**src/rtl/dreg_bank.sv**
```systemverilog
// dreg_bank: WIDTH-bit edge-triggered register with hold/load/shift-left/shift-right modes.
// Optional macro DREG_BANK_ROTATE_EN adds a rotate control for the shift modes.
module dreg_bank #(
   parameter int unsigned WIDTH       = 8,
   parameter logic [31:0] RESET_VALUE = '0
) (
   input  logic             input_clock1_clk_1,
   input  logic             input_push_button2_rst_2,
   input  logic [WIDTH-1:0] input_push_button3_d_3,
   input  logic [1:0]       input_push_button4_mode_4,
   input  logic             input_push_button5_sin_5,
   output logic [WIDTH-1:0] output_led1_q_6,
   output logic [WIDTH-1:0] output_led2_qbar_7,
   output logic             output_led3_sout_8,
   output logic             output_led4_loaded_9
`ifdef DREG_BANK_ROTATE_EN
   ,
   input  logic             input_push_button6_rot_10
`endif
);

   typedef enum logic [1:0] {
      MODE_HOLD = 2'b00,
      MODE_LOAD = 2'b01,
      MODE_SHL  = 2'b10,
      MODE_SHR  = 2'b11
   } mode_t;

   localparam logic [WIDTH-1:0] RST_Q = RESET_VALUE[WIDTH-1:0];

   mode_t            mode;
   logic [WIDTH-1:0] q;
   logic [WIDTH-1:0] q_next;
   logic             loaded;
   logic             shl_in;
   logic             shr_in;

   assign mode = mode_t'(input_push_button4_mode_4);

   // Fill bits for the shift modes; rotation recirculates the bit leaving the other end.
   always_comb begin
      shl_in = input_push_button5_sin_5;
      shr_in = input_push_button5_sin_5;
`ifdef DREG_BANK_ROTATE_EN
      if (input_push_button6_rot_10) begin
         shl_in = q[WIDTH-1];
         shr_in = q[0];
      end
`endif
   end

   always_comb begin
      q_next = q;
      unique case (mode)
         MODE_HOLD: q_next = q;
         MODE_LOAD: q_next = input_push_button3_d_3;
         MODE_SHL:  q_next = {q[WIDTH-2:0], shl_in};
         MODE_SHR:  q_next = {shr_in, q[WIDTH-1:1]};
         default:   q_next = q;
      endcase
   end

   always_ff @(posedge input_clock1_clk_1) begin
      if (input_push_button2_rst_2) begin
         q      <= RST_Q;
         loaded <= 1'b0;
      end else begin
         q      <= q_next;
         loaded <= (mode == MODE_LOAD);
      end
   end

   assign output_led1_q_6      = q;
   assign output_led2_qbar_7   = ~q;
   assign output_led3_sout_8   = (mode == MODE_SHL) ? q[WIDTH-1] : q[0];
   assign output_led4_loaded_9 = loaded;

endmodule

```
**config.mk**
```make
export PLATFORM = sky130hd
export DESIGN_NAME = dreg_bank
export DESIGN_NICKNAME = d
export VERILOG_FILES = /design/src/rtl/dreg_bank.sv
export SDC_FILE = /design/constraint.sdc
export NUM_CORES = 1
export LEC_CHECK = 0
export BUFFER_PORTS_ARGS = -buffer_cell sky130_fd_sc_hd__buf_2
export CAP_MARGIN = 25
export CELL_PAD_IN_SITES_DETAIL_PLACEMENT = 0
export CELL_PAD_IN_SITES_GLOBAL_PLACEMENT = 2
export CORE_AREA = 2 2 51 53
export CTS_CLUSTER_DIAMETER = 30
export DETAILED_ROUTE_END_ITERATION = 10
export DIE_AREA = 0 0 53 55
export GPL_TIMING_DRIVEN = 0
export MAX_ROUTING_LAYER = met4
export PLACE_DENSITY = 0.82
export SYNTH_ARGS = -nofsm -noshare
export SYNTH_HDL_FRONTEND = slang
export SYNTH_SLANG_ARGS = --single-unit
```
**constraint.sdc**
```tcl
create_clock -name input_clock1_clk_1 -period 1.2 [get_ports input_clock1_clk_1]
set_input_delay 0.3 -clock input_clock1_clk_1 [delete_from_list [all_inputs] [get_ports input_clock1_clk_1]]
set_output_delay 0.3 -clock input_clock1_clk_1 [all_outputs]
set_load 0.1 [all_outputs]
```
### Yosys cells after proc, flatten, opt, wreduce, memory -nomap -nowiden

Index checks and enable logic that the tools add are counted.

| word-level totals | value |
|---|---|
| output and inout port bits | 18 |
| bits of input ports | 13 |
| register bits | 9 |

| cells by class | value |
|---|---|
| mux-type cells | 2 |
| equality and inequality tests | 3 |
| bitwise logic cells | 1 |
| reductions and logical operators | 1 |

Operators by type and width:

| cell | number |
|---|---|
| $pmux 8 s3 | 1 |
| $not 8->8 | 1 |
| $eq 2x2->1 const B | 2 |
| $eq 2x1->1 const B | 1 |
| $logic_not 2->1 | 1 |
| $mux 1 | 1 |

### Depth between registers and ports, before layout

Gate-level depths: netlist of the first run.

| logic depth | value |
|---|---|
| depth in word-level cells | 2 |
| gate-level depth with buffers | 4 |
| gate-level depth less buffers | 2 |

### Worst setup path after synthesis of the first run

OpenSTA, ideal clock, no wires.

| timing path | value |
|---|---|
| kind | input port to output port |
| start point | in output_led1_q_6[7] |
| end point | out output_led3_sout_8 |
| path slack | -2.540 ns |
| required time | 0.900 ns |
| stages on the path | 3 |
| data arrival time | 3.440 ns |
| cells stage by stage | dfxtp_1 -> inv_1 -> mux2i_1 |

| on the way | value |
|---|---|
| cells in the longest elaborated chain, start to end | 1 |

RTL lines:

| what | line | source |
|---|---|---|
| start: declaration | 12 | `output logic [WIDTH-1:0] output_led1_q_6,` |
| $mux 1 | 75 | `assign output_led3_sout_8 = (mode == MODE_SHL) ? q[WIDTH-1] : q[0];` |
| end: declaration | 14 | `output logic output_led3_sout_8,` |

Every way passes these cells.

### Worst setup path after layout of the first run

| timing path | value |
|---|---|
| start point | in output_led1_q_6[0] |
| end point | out output_led3_sout_8 |

Same word-level chain as after synthesis.

==> flow_metrics.env, run 1 <==
export IMPL_status="finished with violations"
export IMPL_power_frac_comb=0.477
export IMPL_p_clk_frac=0.213
export IMPL_fin_crit_sh=1.15
export IMPL_synth_fp_nets=64
export IMPL_start_kind="flip-flop"
export IMPL_grt_max_degree=11
export IMPL_total_power_w=0.00109
export IMPL_grt_usage=0.114
export IMPL_worstHoldStart="input_push_button3_d_3[7]"
export IMPL_nets=105
export IMPL_final_common_cell="mux2i_1"
export IMPL_reg2reg_depth=4
export IMPL_drc=0
export IMPL_worst_pin_slew_ns=0.484
export IMPL_cp_end_kind="primary output"
export IMPL_antennaDiodeCount=0
export IMPL_cp_max_fo=3
export IMPL_final_hold_viol_count=0
export IMPL_p_per_area_mw_per_mm2=1100
export IMPL_hpwl_um=964
export IMPL_initial_core_util=0.211
export IMPL_hold_path_depth=3
export IMPL_avgSynthCellArea_um2=9.79
export IMPL_clock_latency_ns=0.25
export IMPL_max_freq_mhz=723
export IMPL_yosysTopAreaCellShare=0.361
export IMPL_post_drt_wl_per_cell_um=11.8
export IMPL_syn_area_um2=499
export IMPL_hold_end="output_led1_q_6[7]"
export IMPL_grt_pass1_vias=528
export IMPL_maxSlewHeadroom=0.680
export IMPL_p_leak_nw=0.441
export IMPL_coreArea_mm2=0.00236
export IMPL_vias=516
export IMPL_dieArea_mm2=0.00292
export IMPL_first_pass_iters=2
export IMPL_synth_top_family_by_area="multiplexers"
export IMPL_stdcell_area_um2=995
export IMPL_cp_arrival_ns=1.08
export IMPL_skew_ns=0.000353
export IMPL_grt_overflow_total=0
export IMPL_clock_path_buffers=2
export IMPL_irDropWorstVdd_mv=0.523
export IMPL_post_route_util=0.421
export IMPL_path_clk_slew_ns=0.06
export IMPL_r2r_end="output_led1_q_6[6]"
export IMPL_intPower_w=0.000615
export IMPL_cap_violations=0
export IMPL_setup_slack_ns=-0.182
export IMPL_h_tree_depth=1
export IMPL_power_frac_seq=0.310
export IMPL_postPlaceCellArea_um2=756
export IMPL_synth_cell_type_count=12
export IMPL_r2r_start="output_led1_q_6[7]"
export IMPL_required_ns=0.90
export IMPL_fp_dieH_um=55
export IMPL_area_growth_pct=99.2
export IMPL_synth_simple_area_share=0.0501
export IMPL_cts_sinks=9
export IMPL_portBuffers=29
export IMPL_cts_root_buf="clkbuf_4"
export IMPL_routed_wl_um=1430
export IMPL_hold_slack_ns=0.332
export IMPL_tritoncts="built"
export IMPL_ant_nets=0
export IMPL_drt_iter0_drc=3
export IMPL_synth_fa_ha_area_frac=0
export IMPL_ys_ff_latch=9
export IMPL_final_max_slew_viol_count=0
export IMPL_io_pin_count=31
export IMPL_synth_compound_area_share=0.100
export IMPL_synthCells=51
export IMPL_rows=18
export IMPL_yosysWarnings=0
export IMPL_synth_xor_xnor_area_share=0
export IMPL_regToRegSetupSlack_ns=0.24
export IMPL_final_cell_mix="16 x mux2i_1, 13 x buf_2"
export IMPL_antenna_found_initial=0
export IMPL_fp_dieW_um=53
export IMPL_setup_violations=9
export IMPL_grt_first_pass_wirelength_um=2360
export IMPL_min_path_type="in2reg"
export IMPL_swShare=0.437
export IMPL_power_switching_w=0.000477
export IMPL_synth_area_leaders="dfxtp_1 36%, mux2i_1 34%, o22ai_1 10%"
export IMPL_fin_crit_ns=1.38
export IMPL_rsz0062_at_grt="yes"
export IMPL_place_gp_congestion=0.654
export IMPL_violations="negative setup slack"
export IMPL_drive_gt1_frac=0.670
export IMPL_synthMuxAreaShare=0.341
export IMPL_pre_cts_slack_ns=-0.429
export IMPL_crit_type="reg2out"
export IMPL_cts_buffers=3
export IMPL_synth_seq_area_share=0.361
export IMPL_synth_area_leader_cell="dfxtp_1"
export IMPL_viasPerCell=4.26
-- synth_stat cells --
cell type and instances:
o22ai_1 8, dfxtp_1 9, buf_6 1, mux2i_1 17, nor2_1 1, buf_12 1, inv_1 9, and2b_2 1
buf_1 1, nand2b_1 1, or2_1 1, buf_2 1
-- cell type report --
| cell class | count | area (um^2) |
|---|---|---|
| fill | 244 | 1370 |
| timing repair buffer | 36 | 349 |
| multi-input combinational | 29 | 258 |
| sequential | 9 | 211 |
| inverter | 9 | 63.8 |
| buffer | 4 | 48.8 |
| tap | 30 | 37.5 |
| clock buffer | 4 | 26.3 |
-- repair_timing --
action,CTS,global route
setup buffers,4,3
resized for setup,38,9
gates cloned,0,0
hold buffers,0,0
endpoints found under the setup margin,18,16
-- sequential cells by signal, indices dropped and copies added (netlist names) --
| register | count |
|---|---|
| output_led1_q_6 | 8 |
| output_led4_loaded_9 | 1 |
-- layer usage --
metal / share of wire / up-vias / global-route usage / wire length (um)
met2: 0.49 / 17 / 0.183 / 700
li1: - / 255 / - / -
met1: 0.45 / 242 / 0.140 / 646
met4: 0.0042 / 0 / 0.0513 / 6
met3: 0.055 / 2 / 0.0215 / 79
met5: 0 / - / - / 0
-- stage by stage --
step | setup TNS, ns | cells
floorplan | -2.20 | 51
global placement | -0.423 | 110
detailed placement | -0.429 | 110
CTS | -0.690 | 118
global route | -0.873 | 121
finish | -0.500 | 121
-- critical path: stages, from the launching register on --
cell        delay (ns)
dfxtp_4           0.36
clkinvlp_4        0.09
mux2i_4           0.17
buf_12            0.19
-- power by group through the flow --
stage               logic [W]  clock network, W  registers (W)
detailed placement   0.000422                 0       0.000346
floorplan            0.000233                 0       0.000467
finish               0.000521          0.000232       0.000339
CTS                  0.000495          0.000245       0.000341
global route         0.000542          0.000266       0.000341
global placement     0.000422                 0       0.000346
-- kinds of logic (layout without fill, tap and decap cells) --
kind of cell	after synthesis	after routing
mux	17	17
buf+inv	13	53
flops	9	9
compound gates	8	8
simple gates	4	4
-- worst max-delay path by stage --
stage,start,to,slack [ns],cells past startpoint
after global routing,output_led1_q_6[0],output_led3_sout_8,-0.23,3
after global placement,input_push_button4_mode_4[0],output_led3_sout_8,-0.42,4
after floorplan,output_led1_q_6[0],output_led3_sout_8,-0.98,2
final,output_led1_q_6[0],output_led3_sout_8,-0.18,3
after CTS,output_led1_q_6[0],output_led3_sout_8,-0.19,3
after detailed placement,input_push_button4_mode_4[0],output_led3_sout_8,-0.43,4
No activity file was read; power rests on OpenSTA's default activity.
==> inputs of run 2 (changes only) <==
--- a/config.mk
+++ b/config.mk
@@ -16,6 +16,7 @@
 export GPL_TIMING_DRIVEN = 0
 export MAX_ROUTING_LAYER = met4
 export PLACE_DENSITY = 0.82
+export RECOVER_POWER = 50
 export SYNTH_ARGS = -nofsm -noshare
 export SYNTH_HDL_FRONTEND = slang
 export SYNTH_SLANG_ARGS = --single-unit
==> run 2 against run 1 <==
- the run still ends with negative setup slack left
- first-iteration DRC count up 67%
- routed wire length rose by 0.56%
- core utilization shrank 0.11 points
- clock-buffer cell count did not move
- sequential power about the same
- sequential share of layout area grew 0.054 points
- cell area down 0.25%
- critical path depth stayed put
- clock skew hardly changed
- final cell count unchanged
- maximum frequency about the same
- combinational power barely moved
- critical endpoint unchanged
- largest cell class unchanged
==> flow_metrics.env, run 2 (synthesized netlist as in run 1, its figures left out) <==
export IMPL_hpwl_um=964
export IMPL_initial_core_util=0.211
export IMPL_area_growth_pct=98.7
export IMPL_clock_path_buffers=2
export IMPL_power_frac_seq=0.310
export IMPL_first_pass_iters=2
export IMPL_grt_first_pass_wirelength_um=2360
export IMPL_path_clk_slew_ns=0.06
export IMPL_dieArea_mm2=0.00292
export IMPL_cp_arrival_ns=1.08
export IMPL_final_max_slew_viol_count=0
export IMPL_rows=18
export IMPL_final_hold_viol_count=0
export IMPL_required_ns=0.90
export IMPL_drt_iter0_drc=5
export IMPL_final_common_cell="mux2i_1"
export IMPL_cts_root_buf="clkbuf_4"
export IMPL_worstHoldStart="input_push_button3_d_3[6]"
export IMPL_power_frac_comb=0.477
export IMPL_grt_overflow_total=0
export IMPL_vias=521
export IMPL_coreArea_mm2=0.00236
export IMPL_postCtsHoldBufs=0
export IMPL_p_leak_nw=0.436
export IMPL_grt_usage=0.114
export IMPL_ant_nets=0
export IMPL_viasPerCell=4.31
export IMPL_violations="negative setup slack"
export IMPL_cts_buffers=3
export IMPL_grt_max_degree=11
export IMPL_intPower_w=0.000614
export IMPL_antennaDiodeCount=0
export IMPL_skew_ns=0.000268
export IMPL_cts_sinks=9
export IMPL_antenna_found_initial=0
export IMPL_h_tree_depth=1
export IMPL_post_route_util=0.420
export IMPL_p_per_area_mw_per_mm2=1100
export IMPL_rsz0062_at_grt="yes"
export IMPL_setup_violations=9
export IMPL_cap_violations=0
export IMPL_largest_register_ffs=8
export IMPL_crit_type="reg2out"
export IMPL_setup_slack_ns=-0.183
export IMPL_place_inst=110
export IMPL_nets=105
export IMPL_drc=0
export IMPL_swShare=0.437
export IMPL_fp_dieH_um=55
export IMPL_tritoncts="built"
export IMPL_routed_wl_um=1440
export IMPL_status="finished with violations"
export IMPL_finalNonFillerCells=121
export IMPL_fin_crit_sh=1.15
export IMPL_drive_gt1_frac=0.648
export IMPL_clock_latency_ns=0.25
export IMPL_io_pin_count=31
export IMPL_maxSlewHeadroom=0.679
export IMPL_portBuffers=29
export IMPL_cp_end_kind="primary output"
export IMPL_cp_max_fo=3
export IMPL_r2r_start="output_led1_q_6[7]"
export IMPL_final_cell_mix="16 x mux2i_1, 11 x buf_2"
export IMPL_irDropWorstVdd_mv=0.521
export IMPL_post_drt_wl_per_cell_um=11.9
export IMPL_fp_dieW_um=53
export IMPL_crit_start="output_led1_q_6[0]"
export IMPL_min_path_type="in2reg"
export IMPL_place_gp_congestion=0.654
export IMPL_power_switching_w=0.000477
export IMPL_start_kind="flip-flop"
export IMPL_worst_pin_slew_ns=0.484
export IMPL_p_clk_frac=0.213
export IMPL_fin_crit_ns=1.38
export IMPL_max_freq_mhz=723
export IMPL_grt_pass1_vias=528
-- run 2: per-stage QoR --
step                instance area, um^2  setup TNS [ns]  setup WS [ns]  hold WS, ns  power [W]
CTS                                 937          -0.690         -0.191        0.327    0.00108
detailed placement                  756          -0.429         -0.429        0.579   0.000769
floorplan                           573           -2.20         -0.979        0.472   0.000700
finish                              992          -0.503         -0.183        0.332    0.00109
global route                        992          -0.873         -0.231        0.340    0.00115
global placement                    756          -0.423         -0.423        0.569   0.000768
-- run 2: power by group through the flow --
| stage | Combinational [W] | Clock [W] | Sequential, W |
|---|---|---|---|
| global route | 0.000541 | 0.000266 | 0.000341 |
| finish | 0.000520 | 0.000232 | 0.000339 |
| global placement | 0.000422 | 0 | 0.000346 |
| detailed placement | 0.000422 | 0 | 0.000346 |
| CTS | 0.000495 | 0.000245 | 0.000341 |
| floorplan | 0.000233 | 0 | 0.000467 |
-- run 2: layout make-up --
cell class	count	area, um^2
plain buffers	4	47.5
clock buffers	4	26.3
fillers	245	1370
inverters	9	63.8
multi-input cells	29	258
flip-flops and latches	9	211
well taps	30	37.5
repair buffers	36	348
-- run 2: repair_timing --
item / 4_1_cts / 5_1_grt
endpoints found under the setup margin: 18 / 16
resized for setup: 38 / 9
buffers inserted: 4 / 3
-- run 2: worst paths after layout --
| path | to | slack (ns) | depth (start not counted) |
|---|---|---|---|
| min reg2reg | output_led1_q_6[4] | 0.62 | 2 |
| max reg2reg | output_led1_q_6[6] | 0.23 | 4 |
| min | output_led1_q_6[6] | 0.33 | 3 |
| max | output_led3_sout_8 | -0.18 | 3 |
-- run 2: worst max-delay path, stage by stage, from the launching register on --
cell and delay, ns:
dfxtp_4 0.36, clkinvlp_4 0.09, mux2i_4 0.17, buf_12 0.19
-- run 2: per-layer routing --
| layer | vias up | share of wire | track usage |
|---|---|---|---|
| met2 | 17 | 0.49 | 0.183 |
| met1 | 245 | 0.45 | 0.140 |
| met4 | 0 | 0.0042 | 0.0513 |
| met5 | - | 0 | - |
| met3 | 2 | 0.056 | 0.0215 |
| li1 | 257 | - | - |
==> inputs of run 3 (changes only) <==
--- a/config.mk
+++ b/config.mk
@@ -10,6 +10,7 @@
 export CELL_PAD_IN_SITES_DETAIL_PLACEMENT = 0
 export CELL_PAD_IN_SITES_GLOBAL_PLACEMENT = 2
 export CORE_AREA = 2 2 51 53
+export CTS_BUF_LIST = sky130_fd_sc_hd__clkbuf_16
 export CTS_CLUSTER_DIAMETER = 30
 export DETAILED_ROUTE_END_ITERATION = 10
 export DIE_AREA = 0 0 53 55
==> run 3 against run 2 <==
- the flow still finishes with violations (negative setup slack)
- register-to-register slack better by 0.13 ns
- largest cell class unchanged
- sequential power rose by 1%
- power increased by 30%
- clock skew is 0.00054 ns higher
- clock power grew to 2.5 times the previous value
- critical path depth unchanged
- cell area shrank 2.4%
- final cell count down 4.1%
- sequential share of layout area up 0.52 points
- routed wire length fell by 0.76%
==> flow_metrics.env, run 3 (synthesized netlist as in run 1, its figures left out) <==
export IMPL_status="finished with violations"
export IMPL_violations="negative setup slack"
export IMPL_drive_gt1_frac=0.628
export IMPL_use_met3=0.0269
export IMPL_cp_max_fo=4
export IMPL_stdcell_area_um2=968
export IMPL_grt_first_pass_wirelength_um=2300
export IMPL_setup_violations=4
export IMPL_h_tree_depth=1
export IMPL_viasPerCell=4.28
export IMPL_seq_area_um2=211
export IMPL_power_frac_seq=0.243
export IMPL_grt_pass1_vias=519
export IMPL_pre_cts_slack_ns=-0.429
export IMPL_post_drt_wl_per_cell_um=12.3
export IMPL_fillers=254
export IMPL_setup_slack_ns=-0.184
export IMPL_fin_crit_sh=1.15
export IMPL_power_frac_comb=0.340
export IMPL_rsz0062_at_grt="yes"
export IMPL_regToRegSetupSlack_ns=0.36
export IMPL_tritoncts="built"
export IMPL_final_cell_mix="16 x mux2i_1, 12 x buf_6, 11 x buf_2"
export IMPL_final_max_slew_viol_count=0
export IMPL_ant_nets=0
export IMPL_final_common_cell="mux2i_1"
export IMPL_cts_sinks=9
export IMPL_required_ns=0.90
export IMPL_grt_busiest_layer="met2"
export IMPL_postCtsHoldBufs=0
export IMPL_start_kind="flip-flop"
export IMPL_fin_crit_ns=1.38
export IMPL_endpoint="output_led3_sout_8"
export IMPL_max_freq_mhz=723
export IMPL_intPower_w=0.000895
export IMPL_antenna_found_initial=0
export IMPL_place_gp_congestion=0.654
export IMPL_grt_max_degree=11
export IMPL_dieArea_mm2=0.00292
export IMPL_nets=100
export IMPL_power_switching_w=0.000519
export IMPL_grt_usage=0.116
export IMPL_maxSlewHeadroom=0.679
export IMPL_area_growth_pct=94.0
export IMPL_grt_overflow_total=0
export IMPL_cp_arrival_ns=1.08
export IMPL_clock_latency_ns=0.24
export IMPL_rows=18
export IMPL_postPlaceCellArea_um2=756
export IMPL_finalNonFillerCells=116
export IMPL_place_inst=110
export IMPL_first_pass_iters=1
export IMPL_fp_dieH_um=55
export IMPL_largest_register_ffs=8
export IMPL_io_pin_count=31
export IMPL_path_clk_slew_ns=0.04
export IMPL_vias=497
export IMPL_fp_dieW_um=53
export IMPL_fin_setup_tns_ns=-0.371
export IMPL_r2r_end="output_led1_q_6[1]"
export IMPL_drc=0
export IMPL_cap_violations=0
export IMPL_hpwl_um=964
export IMPL_worstHoldStart="input_push_button3_d_3[6]"
export IMPL_drt_iter0_drc=0
export IMPL_p_leak_nw=0.425
export IMPL_skew_ns=0.000808
export IMPL_multi_input_area_um2=258
export IMPL_p_clk_frac=0.417
export IMPL_reg2reg_depth=3
export IMPL_cts_buffers=3
export IMPL_p_per_area_mw_per_mm2=1460
export IMPL_swShare=0.367
export IMPL_irDropWorstVdd_mv=0.809
export IMPL_cts_root_buf="clkbuf_16"
export IMPL_final_hold_viol_count=0
export IMPL_hold_slack_ns=0.349
export IMPL_crit_type="reg2out"
export IMPL_use_met1=0.130
export IMPL_worst_pin_slew_ns=0.485
export IMPL_r2r_start="output_led1_q_6[2]"
export IMPL_antennaDiodeCount=0
export IMPL_initial_core_util=0.211
export IMPL_coreArea_mm2=0.00236
export IMPL_portBuffers=29
export IMPL_min_path_type="in2reg"
export IMPL_cp_end_kind="primary output"
export IMPL_met2_usage=0.192
export IMPL_crit_start="output_led1_q_6[7]"
export IMPL_clock_path_buffers=2
export IMPL_routed_wl_um=1430
## run 3: cell types whose count changed in the layout (fill, tap and decap cells not counted), moves of 3 or more
cell / change
buf_4: -3
buf_6: +5
buf_8: -6
clkbuf_16: +3
clkbuf_4: -3
## run 3: worst min-delay path by stage
stage                                     to  cells after the start  slack [ns]
after floorplan           output_led1_q_6[6]                      2        0.47
after global placement    output_led1_q_6[1]                      2        0.57
after detailed placement  output_led1_q_6[7]                      2        0.58
after CTS                 output_led1_q_6[6]                      3        0.36
after global routing      output_led1_q_6[3]                      3        0.38
final                     output_led1_q_6[6]                      3        0.35
## run 3: layer usage
layer | wire [um] | share of wire
met5 | 0 | 0
met4 | 32 | 0.022
met3 | 85 | 0.059
met2 | 688 | 0.48
met1 | 623 | 0.44
## run 3: what timing repair did
action                     in CTS  in global routing
gates resized for setup        35                  2
setup endpoints to repair      18                  8
gates cloned                    0                  0
setup buffers                   1                  1
## run 3: power groups by stage
stage               logic, W  clock network [W]  registers (W)
floorplan           0.000233                  0       0.000467
global placement    0.000422                  0       0.000346
detailed placement  0.000422                  0       0.000346
CTS                 0.000477           0.000599       0.000344
global route        0.000500           0.000621       0.000346
finish              0.000481           0.000589       0.000343
## run 3: cell type report
class | instances | area share
plain buffers | 4 | 0.0491
clock buffers | 3 | 0.0775
clock inverters | 1 | 0.00388
inverters | 9 | 0.0659
multi-input cells | 29 | 0.266
flip-flops and latches | 9 | 0.218
well taps | 30 | 0.0388
repair buffers | 31 | 0.280
## run 3: worst max-delay path: stages, from the launching register on
cell and delay [ns]:
dfxtp_4 0.36, clkinvlp_4 0.11, mux2i_4 0.18, buf_12 0.20
## run 3: per-stage QoR
| step | total power, W | util |
|---|---|---|
| after floorplan | 0.000700 | - |
| after global placement | 0.000768 | 0.320 |
| after detailed placement | 0.000769 | 0.320 |
| after CTS | 0.00142 | 0.404 |
| after global routing | 0.00147 | 0.410 |
| final | 0.00141 | 0.410 |
